[config.mk]
export PLATFORM = sky130hd
export DESIGN_NAME = pipe_mux_n_flat
export DESIGN_NICKNAME = d
export VERILOG_FILES = /design/src/rtl/pipe_mux_n_if.sv /design/src/rtl/pipe_mux_n.sv /design/src/flat_wrapper.sv
export SDC_FILE = /design/constraint.sdc
export NUM_CORES = 1
export LEC_CHECK = 0
export CORE_MARGIN = 1.5
export CORE_UTILIZATION = 28
export DETAILED_ROUTE_END_ITERATION = 10
export PLACE_DENSITY = 0.73
export SYNTH_ARGS = -nofsm -noshare
export SYNTH_HDL_FRONTEND = slang
export SYNTH_SLANG_ARGS = --single-unit
[constraint.sdc]
create_clock -name clk -period 0.8 [get_ports clk]
set_input_delay 0.2 -clock clk [delete_from_list [all_inputs] [get_ports clk]]
set_output_delay 0.2 -clock clk [all_outputs]
set_load 0.02 [all_outputs]
[src/rtl/pipe_mux_n_if.sv]
// Bundle of data, select, pipeline control and status signals for pipe_mux_n.
// The master side presents inputs and control; the slave side (the mux
// pipeline) returns the selected data, its source index and the error flag.
interface pipe_mux_n_if #(
    parameter int WIDTH  = 5,
    parameter int NUM_IN = 4,
    parameter int SEL_W  = 2
);
    logic [NUM_IN*WIDTH-1:0] in_bus;
    logic [SEL_W-1:0]        sel;
    logic                    in_valid;
    logic                    stall;
    logic                    flush;
    logic                    err_clr;
    logic [WIDTH-1:0]        out;
    logic                    out_valid;
    logic [SEL_W-1:0]        out_src;
    logic                    sel_err;

    modport master (
        output in_bus, sel, in_valid, stall, flush, err_clr,
        input  out, out_valid, out_src, sel_err
    );

    modport slave (
        input  in_bus, sel, in_valid, stall, flush, err_clr,
        output out, out_valid, out_src, sel_err
    );
endinterface

[src/rtl/pipe_mux_n.sv]
// NUM_IN-way selector followed by a DEPTH-stage pipeline with stall, flush,
// valid tracking, source tagging and a sticky out-of-range-select flag.
// Selects at or above NUM_IN fall back to the highest input (NUM_IN-1).
// All outputs come straight from flops; nothing combinational reaches them.
module pipe_mux_n #(
    parameter int WIDTH  = 5,
    parameter int NUM_IN = 4,
    parameter int SEL_W  = 2,
    parameter int DEPTH  = 1
) (
    input  logic         clk,
    input  logic         reset,
    pipe_mux_n_if.slave  bus
);

    localparam logic [SEL_W-1:0] LAST_IDX = SEL_W'(NUM_IN - 1);

    logic                   sel_oor_s;
    logic [SEL_W-1:0]       eff_s;
    logic [WIDTH-1:0]       mux_s;
    logic                   err_set_s;

    logic [WIDTH-1:0]       data_q [DEPTH];
    logic [WIDTH-1:0]       data_d [DEPTH];
    logic [SEL_W-1:0]       src_q  [DEPTH];
    logic [SEL_W-1:0]       src_d  [DEPTH];
    logic [DEPTH-1:0]       vld_q;
    logic [DEPTH-1:0]       vld_d;
    logic                   err_q;
    logic                   err_d;

    // Resolve the effective index; out-of-range selects map to the highest input.
    always_comb begin
        if (32'(bus.sel) >= 32'(NUM_IN)) begin
            sel_oor_s = 1'b1;
            eff_s     = LAST_IDX;
        end else begin
            sel_oor_s = 1'b0;
            eff_s     = bus.sel;
        end
    end

    // Pick the input slice addressed by the effective index.
    always_comb begin
        mux_s = {WIDTH{1'b0}};
        for (int i = 0; i < NUM_IN; i++) begin
            mux_s = (eff_s == SEL_W'(i)) ? bus.in_bus[i*WIDTH +: WIDTH] : mux_s;
        end
    end

    // Next pipeline contents: flush kills valids, stall freezes, otherwise shift.
    always_comb begin
        data_d = data_q;
        src_d  = src_q;
        vld_d  = vld_q;
        if (bus.flush) begin
            // Data and source tags are left in place; only validity is dropped.
            vld_d = {DEPTH{1'b0}};
        end else if (!bus.stall) begin
            vld_d[0] = bus.in_valid;
            if (bus.in_valid) begin
                data_d[0] = mux_s;
                src_d[0]  = eff_s;
            end else begin
                data_d[0] = data_q[0];
                src_d[0]  = src_q[0];
            end
            for (int k = 1; k < DEPTH; k++) begin
                data_d[k] = data_q[k-1];
                src_d[k]  = src_q[k-1];
                vld_d[k]  = vld_q[k-1];
            end
        end else begin
            data_d = data_q;
            src_d  = src_q;
            vld_d  = vld_q;
        end
    end

    // Sticky error: an accepted out-of-range select sets it, set beats clear.
    always_comb begin
        err_set_s = bus.in_valid & ~bus.stall & ~bus.flush & sel_oor_s;
        if (err_set_s) begin
            err_d = 1'b1;
        end else if (bus.err_clr) begin
            err_d = 1'b0;
        end else begin
            err_d = err_q;
        end
    end

    // Pipeline state registers with asynchronous clear.
    always_ff @(posedge clk or negedge reset) begin
        if (!reset) begin
            for (int k = 0; k < DEPTH; k++) begin
                data_q[k] <= {WIDTH{1'b0}};
                src_q[k]  <= {SEL_W{1'b0}};
            end
            vld_q <= {DEPTH{1'b0}};
        end else begin
            data_q <= data_d;
            src_q  <= src_d;
            vld_q  <= vld_d;
        end
    end

    // Error flag register with asynchronous clear.
    always_ff @(posedge clk or negedge reset) begin
        if (!reset) begin
            err_q <= 1'b0;
        end else begin
            err_q <= err_d;
        end
    end

    assign bus.out       = data_q[DEPTH-1];
    assign bus.out_src   = src_q[DEPTH-1];
    assign bus.out_valid = vld_q[DEPTH-1];
    assign bus.sel_err   = err_q;

endmodule

[src/flat_wrapper.sv]
// flat-port wrapper written by rule: the top's interface ports become plain ports
module pipe_mux_n_flat 
#(
    parameter int WIDTH  = 5,
    parameter int NUM_IN = 4,
    parameter int SEL_W  = 2,
    parameter int DEPTH  = 1
)
  (clk, reset, bus_in_bus, bus_sel, bus_in_valid, bus_stall, bus_flush, bus_err_clr, bus_out, bus_out_valid, bus_out_src, bus_sel_err);
  pipe_mux_n_if #(.WIDTH(WIDTH), .NUM_IN(NUM_IN), .SEL_W(SEL_W)) bus_i ();
  input  logic clk;
  input  logic reset;
  input wire logic [$bits(bus_i.in_bus)-1:0] bus_in_bus;
  input wire logic [$bits(bus_i.sel)-1:0] bus_sel;
  input wire logic [$bits(bus_i.in_valid)-1:0] bus_in_valid;
  input wire logic [$bits(bus_i.stall)-1:0] bus_stall;
  input wire logic [$bits(bus_i.flush)-1:0] bus_flush;
  input wire logic [$bits(bus_i.err_clr)-1:0] bus_err_clr;
  output wire logic [$bits(bus_i.out)-1:0] bus_out;
  output wire logic [$bits(bus_i.out_valid)-1:0] bus_out_valid;
  output wire logic [$bits(bus_i.out_src)-1:0] bus_out_src;
  output wire logic [$bits(bus_i.sel_err)-1:0] bus_sel_err;
  assign bus_i.in_bus = bus_in_bus;
  assign bus_i.sel = bus_sel;
  assign bus_i.in_valid = bus_in_valid;
  assign bus_i.stall = bus_stall;
  assign bus_i.flush = bus_flush;
  assign bus_i.err_clr = bus_err_clr;
  assign bus_out = bus_i.out;
  assign bus_out_valid = bus_i.out_valid;
  assign bus_out_src = bus_i.out_src;
  assign bus_sel_err = bus_i.sel_err;
  pipe_mux_n #(.WIDTH(WIDTH), .NUM_IN(NUM_IN), .SEL_W(SEL_W), .DEPTH(DEPTH)) u_core (.clk(clk), .reset(reset), .bus(bus_i));
endmodule
* Word-level counts from Yosys, hierarchy flattened
Cells that the tools add are included.
** Cells by class
- Eq/ne operators :: 4
- Mux-type cells :: 6
- Bitwise operators :: 2
- Reduce and logical (&&, ||, !) cells :: 2
** Operators with widths (number)
- $mux 5 :: 4
- $eq 2x2->1 const B :: 2
- $reduce_and 3->1 :: 1
- $eq 2x1->1 const B :: 1
- $logic_not 2->1 :: 1
- $mux 1 :: 2
- $ne 2x1->1 const B :: 1
- $not 1->1 :: 2
** Word-level totals
- Register bits :: 8
- Input bits :: 28
- Output and inout port bits :: 9
- Word-level logic and storage cells :: 17

* Longest topological paths before layout
- Depth after elaboration :: 5
- Mapped depth :: 3
- Depth with buffers taken out :: 2

* Least setup slack after synthesis
Ideal clock, no wire load.
- Path kind :: input to register
- From :: input bus_sel[0]
- To :: register u_core.data_q (netlist bit u_core.bus.out[0])
- Library setup time :: 125 ps
- Arrival :: 1044 ps
- Required time :: 675 ps
- Setup slack :: -369 ps
- Stages on the path :: 3
- Buffers on the path :: 1
- Path through :: buf_6 mux4_2 mux2_4
** Between the ends
- Longest elaborated chain between the ends :: 5
- Elaborated cells on any way between the ends :: 8
- Those cells by class :: eq/ne: 3; mux: 4; reduce/logical: 1
** Ends and longest elaborated chain
- start, declared :: RTL line flat_wrapper.sv:14 : input wire logic [$bits(bus_i.sel)-1:0] bus_sel;
- $logic_not 2->1 :: RTL line pipe_mux_n.sv:47 : mux_s = (eff_s == SEL_W'(i)) ? bus.in_bus[i*WIDTH +: WIDTH] : mux_s;
- $mux 5 (3 in a row) :: RTL line pipe_mux_n.sv:47
- $mux 5 * :: RTL line pipe_mux_n.sv:47
- end signal, assigned by index :: RTL line pipe_mux_n.sv:96 : data_q[k] <= {WIDTH{1'b0}};
- end signal, assigned :: RTL line pipe_mux_n.sv:101 : data_q <= data_d;
- end, declared :: RTL line pipe_mux_n.sv:23 : logic [WIDTH-1:0] data_q [DEPTH];
Every way passes the cells marked *; elsewhere a longest branch is shown, timed or not.
A chain may end at the register's enable or synchronous reset.

* Worst setup path in the final report
Ends and elaborated chain as after synthesis.

==> results.sh <==
export IMPL_status="finished, violations left"
export IMPL_violations="setup timing"
export IMPL_finalSetupTns_ps=-2570
export IMPL_stdcell_area_um2=972
export IMPL_crit_required_ps=940
export IMPL_worstSetupPathType="input pin to flip-flop"
export IMPL_synthDistinctLibCells=10
export IMPL_ys_warnings_count=0
export IMPL_leakagePower_nw=0.452
export IMPL_die_area_um2=1920
export IMPL_hpwl_um=930
export IMPL_dpl_cell_count=83
export IMPL_yosysSeqAreaShare_pct=43.0
export IMPL_drt_iter0_drc=3
export IMPL_first_pass_iters=2
export IMPL_dp_slack_ps=-917
export IMPL_worst_slack_ps=-197
export IMPL_crit_start="bus_sel[0]"
export IMPL_cts_tree="done"
export IMPL_hold_violations=0
export IMPL_chipHeight_um=43.8
export IMPL_maxCapViolCount=0
export IMPL_cts_buffers=3
export IMPL_ant_nets=0
export IMPL_drc_errors=0
export IMPL_clk_latency_ps=250
export IMPL_gp_congestion=0.662
export IMPL_syn_avg_cell_area_um2=17.9
export IMPL_start_util_pct=30.5
export IMPL_fin_crit_sh_pct=125
export IMPL_fin_hold_ws_ps=101
export IMPL_cellPowerDensity_nw_per_um2=1650
export IMPL_vias=429
export IMPL_max_freq_ghz=1.00
export IMPL_track_usage_pct=14.5
export IMPL_critical_path_arrival_ps=1140
export IMPL_cts_max_path_buffers=2
export IMPL_finalWirelength_um=1090
export IMPL_maxSlewViolCount=0
export IMPL_cts_hold_buf=0
export IMPL_synthCells=26
export IMPL_grt_pass1_wl_um=1990
export IMPL_wl_met2_um=561
export IMPL_place_area_um2=891
export IMPL_synthesis_nets=54
export IMPL_ioPinCount=37
export IMPL_clk_pin_slew_ps=50
export IMPL_synth_seq_cells=8
export IMPL_finalClockSkew_ps=0
export IMPL_grt_max_degree=9
export IMPL_syn_area_um2=465
export IMPL_worstHoldPathType="input pin to flip-flop"
export IMPL_antennaDiodeCount=0
export IMPL_worstPathMaxFanout=3
export IMPL_nNetsFinal=104
export IMPL_start_kind="input pin"
export IMPL_core_um2=1520
export IMPL_num_rows=14
export IMPL_grt_overflow=0
export IMPL_hp_start="bus_flush"
export IMPL_fin_crit_ps=997
export IMPL_viasPerCell=4.77
export IMPL_wl_met1_um=406
export IMPL_io_buffers=34
export IMPL_cts_max_level=1
export IMPL_wl_per_cell_um=12.1
export IMPL_area_growth_pct=109
export IMPL_final_layout_size_suffix_gt1_share_pct=56.8
export IMPL_cts_root_buf="clkbuf_4"
export IMPL_rsz0062_at_grt="true"
export IMPL_met3_wirelength_um=93
export IMPL_clock_sinks=8
export IMPL_antenna_found_initial=0
export IMPL_ir_drop_mv=0.634
export IMPL_reg2reg_from="u_core.bus.out[0]"
export IMPL_grt_pass1_vias=474
export IMPL_finalSetupViolCount=15
export IMPL_end_kind="flip-flop"
export IMPL_top_layer_used="met4"
export IMPL_die_x_um=43.8
export IMPL_final_cells=90
[state kept, by name (all words and copies together), names as in the netlist]
signal,cells
u_core.bus.out,5
u_core.bus.out_valid,1
u_core.bus.out_src,2
[cells in the final DEF (no fill, tap or decap)]
cell type and instances:
buf_4 8, mux4_2 5, clkdlybuf4s50_1 1, buf_12 1
clkbuf_4 3, buf_2 1, buf_6 15, nor2_1 1
dfrtp_1 8, conb_1 1, mux2i_1 1, clkdlybuf4s15_2 1
mux2_4 7, nor3b_4 1, clkdlybuf4s15_1 20
[layout make-up]
| class | count | area [µm²] |
|---|---|---|
| fill | 126 | 552 |
| timing repair buffer | 47 | 475 |
| multi-input combinational | 16 | 254 |
| sequential | 8 | 200 |
| clock buffer | 3 | 22.5 |
| tap | 16 | 20.0 |
[cell families after synthesis]
kind of cell	count (synthesis)	share of synthesized area, %
simple gates	2	4.84
flops	8	43.0
other cells	1	0.806
buf+inv	2	4.03
mux	13	47.3
[routing by layer]
layer  vias up  global-route usage, %
li1        195                      -
met1       201                   17.4
met2        29                   23.5
met3         4                   1.67
met4         0                   10.9
met5         -                      0
[where the power goes]
part	internal [mW]	switching, mW
logic	0.500	0.242
clock network	0.172	0.139
registers	0.488	0.0640
[stage by stage]
step                      total power [mW]  utilization (%)
after floorplan                      0.830                -
after global placement                1.22             58.5
after detailed placement              1.23             58.5
after CTS                             1.61             63.1
after global routing                  1.69             63.8
final                                 1.60             63.8
[synth_stat cells]
library cell | instances | area, µm²
nor2_1 | 1 | 3.75
mux2_4 | 5 | 75.1
mux2_2 | 2 | 22.5
conb_1 | 1 | 3.75
dfrtp_1 | 8 | 200
mux2i_1 | 1 | 10.0
buf_4 | 1 | 7.51
mux4_2 | 5 | 113
nor3b_4 | 1 | 18.8
buf_6 | 1 | 11.3
[critical path, stage by stage]
cell and delay (ps):
buf_6 80, buf_6 100, mux4_2 490, mux2_4 270
[timing repair]
item                                    4_1_cts  5_1_grt
resized for setup                           115        1
cloned                                        0        0
setup buffers                                 3        1
endpoints found under the setup margin       16       15
pin swaps                                     1        0
[path summary, 6_finish.rpt]
check | endpoint | slack, ps | cells past startpoint
min in group asynchronous | u_core.bus.out[4] | 260 | 2
max in group asynchronous | u_core.bus.out_src[1] | 450 | 2
worst max-delay path | u_core.bus.out[0] | -200 | 4
worst min register to register | u_core.bus.out[3] | 550 | 1
worst max register to register | u_core.bus.out[0] | -110 | 2
worst min-delay path | u_core.bus.out_valid | 100 | 2
(Power assumes the default switching activity.)
